===== src/rtl/axi_master_txn_sched.sv =====
// Round-robin scheduler of NUM_REQ requesters onto the AXI master command interface, write and read arbitrated separately.
// Latency: valid sampled -> trn_en next cycle; master response -> requester pulse next cycle; 3-cycle issue period plus slave latency.
// Backpressure: one outstanding transaction per direction; other requesters hold valid until their one-cycle ready pulse.
//
// Ports:
//   AClk, ARst            clock, synchronous active-high reset
//   req_wr_* / req_aw*    per-requester write commands (flattened, requester i at slice i)
//   req_rd_* / req_ar*    per-requester read commands
//   wr_done/wr_resp       one-hot write completion pulse back to the owner
//   rd_beat/rd_data/...   one-hot read beat pulse back to the owner
//   id_err                sticky: response ID did not match the owning grant
//   *_d outputs           latched command towards the master, wr_trn_en/rd_trn_en start pulses
//   *_d inputs            master responses (bresp/bid, rdata/rresp/rid/last)
//
// Optional build macro ARB_TIMEOUT_EN: per-channel response watchdog of TIMEOUT_CYC
// cycles that completes the transaction with SLVERR when the master stays silent.
module axi_master_txn_sched #(
  parameter int NUM_REQ     = 4,
  parameter int ADDR_W      = 32,
  parameter int DATA_W      = 64,
  parameter int TIMEOUT_CYC = 1024
) (
  input  logic                      AClk,
  input  logic                      ARst,
  input  logic [NUM_REQ-1:0]        req_wr_valid,
  output logic [NUM_REQ-1:0]        req_wr_ready,
  input  logic [NUM_REQ*ADDR_W-1:0] req_awaddr,
  input  logic [NUM_REQ*8-1:0]      req_awlen,
  input  logic [NUM_REQ*3-1:0]      req_awsize,
  input  logic [NUM_REQ*2-1:0]      req_awburst,
  input  logic [NUM_REQ*DATA_W-1:0] req_wdata,
  input  logic [NUM_REQ*8-1:0]      req_wstrb,
  input  logic [NUM_REQ-1:0]        req_rd_valid,
  output logic [NUM_REQ-1:0]        req_rd_ready,
  input  logic [NUM_REQ*ADDR_W-1:0] req_araddr,
  input  logic [NUM_REQ*8-1:0]      req_arlen,
  input  logic [NUM_REQ*3-1:0]      req_arsize,
  input  logic [NUM_REQ*2-1:0]      req_arburst,
  output logic [NUM_REQ-1:0]        wr_done,
  output logic [1:0]                wr_resp,
  output logic [NUM_REQ-1:0]        rd_beat,
  output logic [DATA_W-1:0]         rd_data,
  output logic [1:0]                rd_resp,
  output logic                      rd_last,
  output logic                      id_err,
  output logic [3:0]                TXN_ID_W_d,
  output logic [ADDR_W-1:0]         awaddr_d,
  output logic [7:0]                awlen_d,
  output logic [2:0]                awsize_d,
  output logic [1:0]                awburst_d,
  output logic [1:0]                awlock_d,
  output logic [1:0]                awcache_d,
  output logic [2:0]                awprot_d,
  output logic [DATA_W-1:0]         wdata_d,
  output logic [7:0]                wstrb_d,
  output logic                      wr_trn_en,
  input  logic [1:0]                bresp_d,
  input  logic [3:0]                bid_d,
  input  logic                      wr_rsp_en_d,
  output logic [3:0]                TXN_ID_R_d,
  output logic [ADDR_W-1:0]         araddr_d,
  output logic [7:0]                arlen_d,
  output logic [2:0]                arsize_d,
  output logic [1:0]                arburst_d,
  output logic [1:0]                arlock_d,
  output logic [1:0]                arcache_d,
  output logic [2:0]                arprot_d,
  output logic                      rd_trn_en,
  input  logic [DATA_W-1:0]         rdata_d,
  input  logic [1:0]                rresp_d,
  input  logic [7:0]                rid_d,
  input  logic                      rd_rsp_en_d,
  input  logic                      r_last_d
);

  localparam int IDX_W = (NUM_REQ > 1) ? $clog2(NUM_REQ) : 1;

  if (NUM_REQ < 2 || NUM_REQ > 8 || TIMEOUT_CYC < 1) begin : g_param_check
    $error("axi_master_txn_sched: NUM_REQ must be 2..8 and TIMEOUT_CYC >= 1");
  end

  typedef enum logic [1:0] {W_IDLE, W_ISSUE, W_WAIT} w_state_t;
  typedef enum logic [1:0] {R_IDLE, R_ISSUE, R_WAIT} r_state_t;

  w_state_t           w_state, w_state_nxt;
  r_state_t           r_state, r_state_nxt;
  logic [IDX_W-1:0]   w_gnt, r_gnt, ptr_w, ptr_r, w_pick, r_pick;
  logic               w_take, w_cmpl, w_bad_id;
  logic [1:0]         w_cmpl_resp;
  logic               r_take, r_beat, r_cmpl, r_bad_id, r_beat_last;
  logic [1:0]         r_beat_resp;
  logic [DATA_W-1:0]  r_beat_dat;

  // First requesting index at or above ptr, wrapping around.
  function automatic logic [IDX_W-1:0] rr_pick(input logic [NUM_REQ-1:0] vld,
                                               input logic [IDX_W-1:0]   ptr);
    logic [IDX_W-1:0] pick;
    logic             found;
    int               j;
    pick  = '0;
    found = 1'b0;
    for (int i = 0; i < NUM_REQ; i++) begin
      j = int'(ptr) + i;
      if (j >= NUM_REQ) j = j - NUM_REQ;
      if (!found && vld[j]) begin
        pick  = IDX_W'(j);
        found = 1'b1;
      end
    end
    return pick;
  endfunction

  function automatic logic [IDX_W-1:0] rr_next(input logic [IDX_W-1:0] g);
    return (int'(g) == NUM_REQ - 1) ? '0 : g + 1'b1;
  endfunction

  assign w_pick = rr_pick(req_wr_valid, ptr_w);
  assign r_pick = rr_pick(req_rd_valid, ptr_r);

`ifdef ARB_TIMEOUT_EN
  localparam int TMO_W = $clog2(TIMEOUT_CYC + 1);
  logic [TMO_W-1:0] w_tmo_cnt, r_tmo_cnt;
  logic             w_tmo_hit, r_tmo_hit;

  // Counters restart on every master response so only silence is timed.
  always_ff @(posedge AClk) begin
    if (ARst || w_state != W_WAIT || wr_rsp_en_d) w_tmo_cnt <= '0;
    else                                          w_tmo_cnt <= w_tmo_cnt + 1'b1;
    if (ARst || r_state != R_WAIT || rd_rsp_en_d) r_tmo_cnt <= '0;
    else                                          r_tmo_cnt <= r_tmo_cnt + 1'b1;
  end

  assign w_tmo_hit = (w_tmo_cnt == TMO_W'(TIMEOUT_CYC - 1));
  assign r_tmo_hit = (r_tmo_cnt == TMO_W'(TIMEOUT_CYC - 1));
`endif

  // ---------------- write channel ----------------
  always_comb begin
    w_state_nxt  = w_state;
    w_take       = 1'b0;
    w_cmpl       = 1'b0;
    w_cmpl_resp  = 2'b00;
    w_bad_id     = 1'b0;
    wr_trn_en    = 1'b0;
    req_wr_ready = '0;
    case (w_state)
      W_IDLE: begin
        if (|req_wr_valid) begin
          w_take      = 1'b1;
          w_state_nxt = W_ISSUE;
        end
      end
      W_ISSUE: begin
        wr_trn_en    = 1'b1;
        req_wr_ready = NUM_REQ'(1) << w_gnt;
        w_state_nxt  = W_WAIT;
      end
      W_WAIT: begin
        if (wr_rsp_en_d) begin
          w_cmpl      = 1'b1;
          w_cmpl_resp = bresp_d;
          w_bad_id    = (bid_d != 4'(w_gnt));
          w_state_nxt = W_IDLE;
        end
`ifdef ARB_TIMEOUT_EN
        else if (w_tmo_hit) begin
          w_cmpl      = 1'b1;
          w_cmpl_resp = 2'b10;
          w_state_nxt = W_IDLE;
        end
`endif
      end
      default: w_state_nxt = W_IDLE;
    endcase
  end

  always_ff @(posedge AClk) begin
    if (ARst) begin
      w_state   <= W_IDLE;
      w_gnt     <= '0;
      ptr_w     <= '0;
      awaddr_d  <= '0;
      awlen_d   <= '0;
      awsize_d  <= '0;
      awburst_d <= '0;
      wr_done   <= '0;
      wr_resp   <= '0;
    end else begin
      w_state <= w_state_nxt;
      if (w_take) begin
        w_gnt     <= w_pick;
        awaddr_d  <= req_awaddr[int'(w_pick)*ADDR_W +: ADDR_W];
        awlen_d   <= req_awlen[int'(w_pick)*8 +: 8];
        awsize_d  <= req_awsize[int'(w_pick)*3 +: 3];
        awburst_d <= req_awburst[int'(w_pick)*2 +: 2];
      end
      if (w_cmpl) ptr_w <= rr_next(w_gnt);
      wr_done <= w_cmpl ? (NUM_REQ'(1) << w_gnt) : '0;
      wr_resp <= w_cmpl_resp;
    end
  end

  // Write data is not latched: the owner keeps driving it until its transaction completes.
  assign wdata_d    = (w_state != W_IDLE) ? req_wdata[int'(w_gnt)*DATA_W +: DATA_W] : '0;
  assign wstrb_d    = (w_state != W_IDLE) ? req_wstrb[int'(w_gnt)*8 +: 8] : '0;
  assign TXN_ID_W_d = 4'(w_gnt);
  assign awlock_d   = '0;
  assign awcache_d  = '0;
  assign awprot_d   = '0;

  // ---------------- read channel ----------------
  always_comb begin
    r_state_nxt  = r_state;
    r_take       = 1'b0;
    r_beat       = 1'b0;
    r_cmpl       = 1'b0;
    r_bad_id     = 1'b0;
    r_beat_dat   = '0;
    r_beat_resp  = 2'b00;
    r_beat_last  = 1'b0;
    rd_trn_en    = 1'b0;
    req_rd_ready = '0;
    case (r_state)
      R_IDLE: begin
        if (|req_rd_valid) begin
          r_take      = 1'b1;
          r_state_nxt = R_ISSUE;
        end
      end
      R_ISSUE: begin
        rd_trn_en    = 1'b1;
        req_rd_ready = NUM_REQ'(1) << r_gnt;
        r_state_nxt  = R_WAIT;
      end
      R_WAIT: begin
        if (rd_rsp_en_d) begin
          r_beat      = 1'b1;
          r_beat_dat  = rdata_d;
          r_beat_resp = rresp_d;
          r_beat_last = r_last_d;
          // Upper ID nibble is never issued, so any set bit there is foreign.
          r_bad_id    = (rid_d[3:0] != 4'(r_gnt)) || (rid_d[7:4] != 4'd0);
          if (r_last_d) begin
            r_cmpl      = 1'b1;
            r_state_nxt = R_IDLE;
          end
        end
`ifdef ARB_TIMEOUT_EN
        else if (r_tmo_hit) begin
          r_beat      = 1'b1;
          r_beat_resp = 2'b10;
          r_beat_last = 1'b1;
          r_cmpl      = 1'b1;
          r_state_nxt = R_IDLE;
        end
`endif
      end
      default: r_state_nxt = R_IDLE;
    endcase
  end

  always_ff @(posedge AClk) begin
    if (ARst) begin
      r_state   <= R_IDLE;
      r_gnt     <= '0;
      ptr_r     <= '0;
      araddr_d  <= '0;
      arlen_d   <= '0;
      arsize_d  <= '0;
      arburst_d <= '0;
      rd_beat   <= '0;
      rd_data   <= '0;
      rd_resp   <= '0;
      rd_last   <= 1'b0;
    end else begin
      r_state <= r_state_nxt;
      if (r_take) begin
        r_gnt     <= r_pick;
        araddr_d  <= req_araddr[int'(r_pick)*ADDR_W +: ADDR_W];
        arlen_d   <= req_arlen[int'(r_pick)*8 +: 8];
        arsize_d  <= req_arsize[int'(r_pick)*3 +: 3];
        arburst_d <= req_arburst[int'(r_pick)*2 +: 2];
      end
      if (r_cmpl) ptr_r <= rr_next(r_gnt);
      rd_beat <= r_beat ? (NUM_REQ'(1) << r_gnt) : '0;
      rd_data <= r_beat_dat;
      rd_resp <= r_beat_resp;
      rd_last <= r_beat_last;
    end
  end

  assign TXN_ID_R_d = 4'(r_gnt);
  assign arlock_d   = '0;
  assign arcache_d  = '0;
  assign arprot_d   = '0;

  always_ff @(posedge AClk) begin
    if (ARst)                       id_err <= 1'b0;
    else if (w_bad_id || r_bad_id)  id_err <= 1'b1;
  end

endmodule


===== config.mk =====
export PLATFORM = sky130hd
export DESIGN_NAME = axi_master_txn_sched
export DESIGN_NICKNAME = d
export VERILOG_FILES = /design/src/rtl/axi_master_txn_sched.sv
export SDC_FILE = /design/constraint.sdc
export NUM_CORES = 1
export LEC_CHECK = 0
export CORE_AREA = 2 2 392 394
export CTS_BUF_LIST = sky130_fd_sc_hd__clkbuf_4 sky130_fd_sc_hd__clkbuf_8
export CTS_CLUSTER_DIAMETER = 80
export DETAILED_ROUTE_END_ITERATION = 12
export DIE_AREA = 0 0 394 396
export GPL_TIMING_DRIVEN = 1
export SYNTH_ARGS = -nofsm -noshare
export SYNTH_HDL_FRONTEND = slang
export SYNTH_SLANG_ARGS = --single-unit
export TNS_END_PERCENT = 100

===== constraint.sdc =====
create_clock -name AClk -period 3.1 [get_ports AClk]
set_clock_uncertainty 0.2 [all_clocks]
set_input_delay 0.465 -clock AClk [delete_from_list [all_inputs] [get_ports AClk]]
set_output_delay 0.465 -clock AClk [all_outputs]
set_load 0.01 [all_outputs]

==> metrics.yaml, run 1 <==
status: "finished with violations"
violations: "setup timing"
period_minus_slack_ns: 3.14
instances_no_fill: 4140
crit_path_start_kind: "flip-flop"
place_area_um2: 23600
max_freq_mhz: 319
critPathArrivalTime_ns: 2.47
routabilityCongestion: 0.968
final_common_cell: "clkdlybuf4s50_1"
final_antenna_net_count: 0
grt.total_usage: 0.144
endpoint_kind: "primary output"
cts_root_buf: "clkbuf_8"
port_buffers: 994
synthFlopType: "dfxtp_1"
fill_cells: 17015
rrSetupSlack_ns: 0.53
numCtsBuffers: 17
maxCapViolations: 0
drc: 0
fin_ws_ns: -0.0363
ys_seq_area_frac: 0.338
p_per_area_nw_per_um2: 337
clock-sinks: 180
first_iter_violations: 765
startpoint: "w_gnt[0]"
wl_um: 116000
start_util: 0.0703
grt_setup_unrepaired: "true"
reg2reg_from: "ptr_r[0]"
syn_inst: 1070
peakVddDrop_mv: 0.355
maxSlewHeadroom: 0.358
slew_violations: 0
finalInstanceArea_um2: 24600
p_leak_uw: 0.00854
grt_overflow_total: 0
wl_per_cell_um: 28.0
drt_pass1_iterations: 5
hold_viol_final: 0
synth_area_um2: 10700
core-area_um2: 152000
dieHeight_um: 396
syn_to_final_growth_pct: 131
via_per_inst: 3.27
final-setup-viol-count: 5
grt_pass1_vias: 13555
antenna_found_initial: 89
hpwl_um: 102000
rr_endpoint: "arsize_d[0]"
nets: 2829
clk_latency_ns: 0.64
synth_edf_count: 0
vias: 13531
die_w_um: 394
row_count: 143
critPathKind: "flip-flop to primary output"
grt_max_degree: 71
layout-drive-gt1-share: 0.148
cts_tree: "yes"
async_flop_share: 0
clk_pin_slew_ns: 0.13
yosys_warnings: 0
worstPathMaxFanout: 8
placed_cells: 4057
hp-class: "primary input to flip-flop"
cp-endpoint: "wdata_d[33]"
cts_max_level: 4
worst_slew_pin_slew_ns: 0.964
fin_crit_sh: 1.01
cts_buffer_depth: 2
dieArea_um2: 156000
worstRegToRegCells: 7
yosys_register_bits: 180
grt_pass1_wl_um: 144000
cp.required_ns: 2.43
most-common-layout-cells: "clkdlybuf4s50_1, dfxtp_1, mux2i_1, nand2_1, and2_1"
synth.avg_cell_area_um2: 9.96
yosysUniqueCellTypes: 45
pin_count: 1013
[per-stage QoR]
step,power [uW],setup slack [ns],hold slack (ns),util,setup TNS (ns)
floorplan,3740,0.634,0.271,-,0
global placement,6330,-0.183,0.243,0.155,-1.54
detailed placement,6330,-0.162,0.246,0.155,-1.07
CTS,8540,-0.195,0.0505,0.162,-5.41
global route,8760,-0.166,0.0695,0.162,-4.38
finish,8300,-0.0363,0.181,0.163,-0.0625
[per-layer routing]
metal / share of wire / track usage / vias up / routed length, um
met1: 0.32 / 0.134 / 6541 / 37300
met4: 0.026 / 0.0378 / 80 / 3040
met2: 0.53 / 0.270 / 758 / 61700
met3: 0.12 / 0.0778 / 213 / 13400
met5: 0.0044 / 0 / - / 511
li1: - / - / 5939 / -
[cells in the mapped netlist, types with 2 or more instances]
| cell type | instances | share of area |
|---|---|---|
| or4_1 | 2 | 0.0014 |
| o221ai_1 | 45 | 0.037 |
| and3_1 | 19 | 0.011 |
| dfxtp_1 | 180 | 0.34 |
| and2_1 | 85 | 0.050 |
| nor4_1 | 4 | 0.0023 |
| o21ai_1 | 8 | 0.0038 |
| nand2_1 | 94 | 0.033 |
| buf_4 | 18 | 0.013 |
| mux2i_1 | 140 | 0.13 |
| xnor2_1 | 3 | 0.0025 |
| nor2b_1 | 80 | 0.047 |
| nand2b_1 | 3 | 0.0018 |
| a21oi_1 | 9 | 0.0042 |
| a211o_1 | 27 | 0.022 |
| a21boi_0 | 19 | 0.013 |
| inv_1 | 8 | 0.0028 |
| o211ai_1 | 45 | 0.032 |
| nor3_1 | 5 | 0.0023 |
| o21ai_0 | 40 | 0.019 |
| clkbuf_1 | 59 | 0.021 |
| ha_1 | 8 | 0.0094 |
| buf_1 | 2 | 0.00070 |
| buf_2 | 31 | 0.015 |
| nand3_1 | 27 | 0.013 |
| buf_6 | 2 | 0.0021 |
| mux4_2 | 72 | 0.15 |
| nor2_1 | 18 | 0.0063 |
[power by group]
part	total [uW]	internal, uW	switching [uW]
logic	3740	2070	1660
clock network	1940	700	1240
registers	2620	2500	118
total	8300	5270	3020
[timing repair]
action / 4_1_cts / 5_1_grt
endpoints found under the setup margin: 76 / 43
cloned: 3 / 1
pin swaps: 0 / 0
resized for setup: 163 / 35
buffers inserted: 27 / 5
hold buffers: 0 / 0
[cells by family after synthesis]
kind of cell | after synthesis | synth area share
compound gates | 198 | 0.135
xor+xnor | 4 | 0.00329
fa+ha+maj | 8 | 0.00939
buf+inv | 120 | 0.0536
flops | 180 | 0.338
mux | 212 | 0.284
other cells | 1 | 0.000352
simple gates | 347 | 0.176
[state kept, by name (all words and copies together), names as in the netlist, 3 cells and up]
signal / flops
rd_beat: 4
arsize_d: 3
arlen_d: 8
wr_done: 4
awsize_d: 3
awlen_d: 8
awaddr_d: 32
araddr_d: 32
rd_data: 64
[worst max-delay path, cell delays in order (launching register included)]
cell and delay, ns:
dfxtp_4 0.38, buf_12 0.14, buf_16 0.14, buf_16 0.14
buf_12 0.12, mux4_2 0.56, nor2b_4 0.17, buf_12 0.14
[how the worst min path moves through the flow]
stage / startpoint / endpoint / slack (ns) / cells after the start
final: rdata_d[3] / rd_data[3] / 0.18 / 2
after global routing: rdata_d[5] / rd_data[5] / 0.07 / 2
after CTS: rdata_d[9] / rd_data[9] / 0.05 / 2
after detailed placement: awaddr_d[9] / awaddr_d[9] / 0.25 / 2
after global placement: awaddr_d[9] / awaddr_d[9] / 0.24 / 2
after floorplan: ptr_w[0] / ptr_w[0] / 0.27 / 2
[final cells by class]
type	instances	area [um2]	area share
Antenna cell	17	42.5	0.00173
Inverter	8	30.0	0.00122
Clock inverter	14	164	0.00665
Timing Repair Buffer	1086	11200	0.456
Sequential cell	180	3620	0.147
Tap cell	2030	2540	0.103
Clock buffer	18	248	0.0101
Multi-Input combinational cell	787	6770	0.275
(Power assumes the default switching activity.)
==> run 2, diff against run 1 <==
--- a/config.mk
+++ b/config.mk
@@ -7,10 +7,11 @@
 export LEC_CHECK = 0
 export CORE_AREA = 2 2 392 394
 export CTS_BUF_LIST = sky130_fd_sc_hd__clkbuf_4 sky130_fd_sc_hd__clkbuf_8
-export CTS_CLUSTER_DIAMETER = 80
+export CTS_CLUSTER_DIAMETER = 50
 export DETAILED_ROUTE_END_ITERATION = 12
 export DIE_AREA = 0 0 394 396
 export GPL_TIMING_DRIVEN = 1
+export RECOVER_POWER = 25
 export SYNTH_ARGS = -nofsm -noshare
 export SYNTH_HDL_FRONTEND = slang
 export SYNTH_SLANG_ARGS = --single-unit
==> run 2 against run 1 <==
Against the previous run:
- the run still ends with setup timing left
- core utilization barely moved
- global-route usage unchanged
- worst hold slack improved by 0.0018 ns
- sequential power about the same
- critical path type unchanged
==> metrics.yaml, run 2 (same netlist as run 1, synthesis figures left out) <==
grt_pass1_wl_um: 144000  # unchanged
rrSetupSlack_ns: 0.54  # was 0.53 ns
grt_setup_unrepaired: "true"  # unchanged
cp.required_ns: 2.43  # about the same
fin_ws_ns: -0.0342  # was -0.0363 ns
reg2reg_from: "ptr_r[0]"  # unchanged
critPathArrivalTime_ns: 2.47  # about the same
cts_max_level: 4  # unchanged
max_freq_mhz: 319  # about the same
layout-drive-gt1-share: 0.145  # was 0.148
final_antenna_net_count: 0  # unchanged
start_util: 0.0703  # unchanged
final_common_cell: "clkdlybuf4s50_1"  # unchanged
vias: 13483  # was 13531
grt_overflow_total: 0  # unchanged
violations: "setup timing"  # unchanged
min_to: "rd_data[38]"  # was rd_data[3]
clk_pin_slew_ns: 0.13  # about the same
routabilityCongestion: 0.968  # unchanged
p_leak_uw: 0.00849  # was 0.00854 uW
period_minus_slack_ns: 3.13  # was 3.14 ns
hold_viol_final: 0  # unchanged
status: "finished with violations"  # unchanged
row_count: 143  # unchanged
drt_pass1_iterations: 5  # unchanged
largest-register: "rd_data"  # unchanged
placed_cells: 4057  # unchanged
first_iter_violations: 755  # was 765
cts_hold_buf: 0  # unchanged
startpoint: "w_gnt[0]"  # unchanged
cts_root_buf: "clkbuf_8"  # unchanged
hold_start: "rdata_d[38]"  # was rdata_d[3]
nets: 2829  # unchanged
dieArea_um2: 156000  # unchanged
largest_registers: "rd_data: 64 flops, araddr_d: 32 flops, awaddr_d: 32 flops"  # unchanged
clk_latency_ns: 0.63  # was 0.64 ns
worstRegToRegCells: 7  # unchanged
final-setup-viol-count: 5  # unchanged
largest_reg_flops: 64  # unchanged
tns_ns: -0.0547  # was -0.0625 ns
dieHeight_um: 396  # unchanged
core-area_um2: 152000  # unchanged
crit_path_start_kind: "flip-flop"  # unchanged
maxCapViolations: 0  # unchanged
wl_per_cell_um: 28.0  # about the same
drc: 0  # unchanged
cp_top_family: "buffers and inverters"  # unchanged
endpoint_kind: "primary output"  # unchanged
numCtsBuffers: 17  # unchanged
peakVddDrop_mv: 0.352  # was 0.355 mV
hpwl_um: 102000  # unchanged
p_per_area_nw_per_um2: 337  # about the same
grt_pass1_vias: 13555  # unchanged
antenna_found_initial: 88  # was 89
hold_path_depth: 2  # unchanged
syn_to_final_growth_pct: 131  # about the same
worst_slew_pin_slew_ns: 1.06  # was 0.964 ns
most-common-layout-cells: "clkdlybuf4s50_1, dfxtp_1, mux2i_1, nand2_1, mux4_2"  # was clkdlybuf4s50_1, dfxtp_1, mux2i_1, nand2_1, and2_1
pin_count: 1013  # unchanged
cp_slowest_cell: "mux4_2"  # unchanged
clock-sinks: 180  # unchanged
wl_um: 116000  # about the same
instances_no_fill: 4147  # was 4140
crit_path_cell_trace: "buf_12, buf_16, buf_16, buf_12, mux4_2, nor2b_4, buf_12"  # unchanged
hp-class: "primary input to flip-flop"  # unchanged
die_w_um: 394  # unchanged
critPathKind: "flip-flop to primary output"  # unchanged
port_buffers: 994  # unchanged
grt.total_usage: 0.144  # unchanged
cts_tree: "yes"  # unchanged
slowest_delay_ns: 0.56  # about the same
path_buf_inv: 5  # unchanged
fill_cells: 17021  # was 17015
cp_common_cell: "buf_12"  # unchanged
fin_crit_sh: 1.01  # about the same
rr_endpoint: "arsize_d[0]"  # unchanged
worstPathMaxFanout: 8  # unchanged
cts_buffer_depth: 2  # unchanged
grt_max_degree: 71  # unchanged
via_per_inst: 3.25  # was 3.27
slew_violations: 0  # unchanged
maxSlewHeadroom: 0.293  # was 0.358
run 2: cell count changes in the layout (fill, tap and decap cells not counted), moves of 2 or more:
cell	change
and2_0	+29
and2_1	-29
buf_12	-2
buf_4	-3
clkbuf_1	+3
clkbuf_4	+2
diode_2	+7
run 2: worst max-delay path by stage:
stage / slack, ns / end / cells past startpoint
6_report: -0.03 / wdata_d[33] / 7
5_1_grt: -0.17 / wdata_d[3] / 7
4_1_cts: -0.20 / wdata_d[32] / 7
3_5_place_dp: -0.16 / araddr_d[25] / 6
3_3_place_gp: -0.18 / arburst_d[1] / 8
2_1_floorplan: 0.63 / wdata_d[24] / 4
run 2: cell type report:
type | instances | area (um2) | share of cell area
clock buffer | 18 | 248 | 0.0101
sequential | 180 | 3620 | 0.147
antenna | 24 | 60.1 | 0.00244
tap | 2030 | 2540 | 0.103
timing repair buffer | 1086 | 11200 | 0.455
inverter | 8 | 30.0 | 0.00122
clock inverter | 14 | 164 | 0.00666
multi-input combinational | 787 | 6750 | 0.274
run 2: where the power goes:
part	total, uW	switching [uW]	internal [uW]	leakage, uW
Combinational	3730	1660	2070	0.00681
Sequential	2620	118	2500	0.00147
Clock	1940	1240	700	0.000204
Total	8280	3020	5270	0.00849
run 2: routing by layer:
metal  global-route usage  up-vias  routed length (um)
met5                    0        -                 511
met4               0.0378       80                3060
met3               0.0778      211               13400
met2                0.270      740               61700
met1                0.134     6501               37400
li1                     -     5951                   -
run 2: metrics by stage:
stage	hold slack [ns]	utilization	power, uW	area, um2	setup WS [ns]
floorplan	0.271	-	3740	10700	0.634
global placement	0.243	0.155	6330	23600	-0.183
detailed placement	0.246	0.155	6330	23600	-0.162
CTS	0.0505	0.162	8540	24500	-0.195
global route	0.0695	0.162	8750	24600	-0.166
finish	0.183	0.162	8280	24600	-0.0342
run 2: timing repair:
item,4_1_cts,5_1_grt
gates cloned,3,1
setup endpoints to repair,76,43
setup buffers,27,5
resized for setup,163,35
==> run 3, diff against run 2 <==
--- a/config.mk
+++ b/config.mk
@@ -5,12 +5,13 @@
 export SDC_FILE = /design/constraint.sdc
 export NUM_CORES = 1
 export LEC_CHECK = 0
+export ABC_AREA = 0
 export CORE_AREA = 2 2 392 394
 export CTS_BUF_LIST = sky130_fd_sc_hd__clkbuf_4 sky130_fd_sc_hd__clkbuf_8
 export CTS_CLUSTER_DIAMETER = 50
 export DETAILED_ROUTE_END_ITERATION = 12
 export DIE_AREA = 0 0 394 396
-export GPL_TIMING_DRIVEN = 1
+export GPL_ROUTABILITY_DRIVEN = 0
 export RECOVER_POWER = 25
 export SYNTH_ARGS = -nofsm -noshare
 export SYNTH_HDL_FRONTEND = slang
==> run 3 against run 2 <==
Against the previous run:
- flip-flop and latch count did not move
- highest routed layer unchanged
- final cell count fell by 0.65%
- the run now ends clean
- critical path type unchanged
- setup slack improved by 0.090 ns
==> metrics.yaml, run 3 (same netlist as run 1, synthesis figures left out) <==
status: "finished, final reports clean"  # was finished with violations
dpl_worst_slack_ns: -0.120  # was -0.162 ns
grt.total_usage: 0.141  # was 0.144
vias: 13507  # was 13483
critPathKind: "flip-flop to primary output"  # unchanged
worstPathMaxFanout: 7  # was 8
dieArea_um2: 156000  # unchanged
worst_slew_pin_slew_ns: 0.846  # was 1.06 ns
slew_violations: 0  # unchanged
crit_path_cell_trace: "buf_12, buf_4, buf_4, buf_8, mux4_2, nor2b_1, buf_6"  # was buf_12, buf_16, buf_16, buf_12, mux4_2, nor2b_4, buf_12
first_iter_violations: 797  # was 755
cp.required_ns: 2.43  # about the same
path_buf_inv: 5  # unchanged
peakVddDrop_mv: 0.332  # was 0.352 mV
largest_registers: "rd_data: 64 flops, araddr_d: 32 flops, awaddr_d: 32 flops"  # unchanged
largest-register: "rd_data"  # unchanged
numCtsBuffers: 17  # unchanged
largest_reg_flops: 64  # unchanged
slowest_delay_ns: 0.52  # was 0.56 ns
critPathArrivalTime_ns: 2.38  # was 2.47 ns
fin_ws_ns: 0.0562  # was -0.0342 ns
clk_pin_slew_ns: 0.17  # was 0.13 ns
hold_viol_final: 0  # unchanged
grt_pass1_vias: 13769  # was 13555
cts_buffer_depth: 2  # unchanged
grt_setup_unrepaired: "true"  # unchanged
final_antenna_net_count: 0  # unchanged
die_w_um: 394  # unchanged
fin_crit_sh: 0.982  # was 1.01
antenna_found_initial: 98  # was 88
start_util: 0.0703  # unchanged
p_leak_uw: 0.00831  # was 0.00849 uW
clk_latency_ns: 0.62  # was 0.63 ns
post-route-util: 0.159  # was 0.162
maxSlewHeadroom: 0.435  # was 0.293
port_buffers: 994  # unchanged
most-common-layout-cells: "clkdlybuf4s50_1, dfxtp_1, mux2i_1, nand2_1, mux4_2"  # unchanged
grt_max_degree: 60  # was 71
via_per_inst: 3.28  # was 3.25
p_per_area_nw_per_um2: 336  # was 337 nW/um2
grt_pass1_wl_um: 141000  # was 144000 um
cts_tree: "yes"  # unchanged
max_freq_mhz: 329  # was 319 MHz
nets: 2811  # was 2829
core-area_um2: 152000  # unchanged
clock-sinks: 180  # unchanged
hpwl_um: 101000  # was 102000 um
cp_top_family: "buffers and inverters"  # unchanged
cp_common_cell: "buf_4"  # was buf_12
cts_max_level: 4  # unchanged
drc: 0  # unchanged
row_count: 143  # unchanged
final_common_cell: "clkdlybuf4s50_1"  # unchanged
grt_overflow_total: 0  # unchanged
final-setup-viol-count: 0  # was 5
wl_per_cell_um: 27.5  # was 28.0 um
dieHeight_um: 396  # unchanged
endpoint_kind: "primary output"  # unchanged
hp-class: "primary input to flip-flop"  # unchanged
wl_um: 113000  # was 116000 um
period_minus_slack_ns: 3.04  # was 3.13 ns
crit_path_start_kind: "flip-flop"  # unchanged
syn_to_final_growth_pct: 127  # was 131%
cts_root_buf: "clkbuf_8"  # unchanged
cp_slowest_cell: "mux4_2"  # unchanged
pin_count: 1013  # unchanged
layout-drive-gt1-share: 0.131  # was 0.145
drt_pass1_iterations: 5  # unchanged
maxCapViolations: 0  # unchanged
-- run 3: worst paths after layout --
kind / from / end / slack [ns] / cells past startpoint
setup / recovery: w_gnt[0] / wdata_d[24] / 0.06 / 7
setup reg to reg: r_state[1] / rd_data[34] / 0.53 / 4
hold / removal: rdata_d[1] / rd_data[1] / 0.14 / 2
hold reg to reg: awaddr_d[4] / awaddr_d[4] / 0.28 / 2
-- run 3: worst register-to-register path: cells and delay by family, from the launching register on --
family	cells	cell delay, ns
buffers and inverters	1	0.64
DFF	1	0.42
and+or+nand+nor	3	1.27
-- run 3: metrics by stage --
stage | hold WS (ns) | power, uW | area (um2) | setup TNS (ns) | std cells
2_1_floorplan | 0.271 | 3740 | 10700 | 0 | 1087
3_3_place_gp | 0.243 | 6290 | 23600 | -0.556 | 4060
3_5_place_dp | 0.249 | 6310 | 23600 | -0.480 | 4060
4_1_cts | 0.00303 | 8390 | 24100 | -1.85 | 4104
5_1_grt | 0.0441 | 8560 | 24100 | -2.31 | 4112
6_report | 0.142 | 8120 | 24200 | 0 | 4120
-- run 3: timing repair --
item                                    in CTS  in global routing
resized for setup                          155                 13
endpoints found under the setup margin      76                 38
endpoints found under the hold margin        1                  0
cloned                                       1                  0
setup buffers                               10                  3
hold buffers                                 1                  0
-- run 3: metal layers --
| layer | share of wire | wire, um | up-vias | global-route usage |
|---|---|---|---|---|
| li1 | - | - | 5907 | - |
| met3 | 0.14 | 15400 | 264 | 0.0890 |
| met5 | 0.0055 | 625 | - | 0 |
| met1 | 0.30 | 34200 | 6430 | 0.123 |
| met4 | 0.049 | 5580 | 98 | 0.0586 |
| met2 | 0.51 | 57500 | 808 | 0.255 |
-- run 3: layout make-up --
| class | count | area, um2 |
|---|---|---|
| diodes | 15 | 37.5 |
| well taps | 2030 | 2540 |
| fillers | 17016 | 127000 |
| flip-flops and latches | 180 | 3610 |
| clock buffers | 17 | 234 |
| inverters | 8 | 30.0 |
| clock inverters | 15 | 154 |
| multi-input cells | 787 | 6670 |
| repair buffers | 1068 | 10900 |
-- run 3: report_power, final --
group          leakage, uW  switching (uW)  total (uW)  internal [uW]
Clock             0.000194            1290        1890            606
Combinational      0.00664            1620        3600           1980
Sequential         0.00147             123        2620           2500
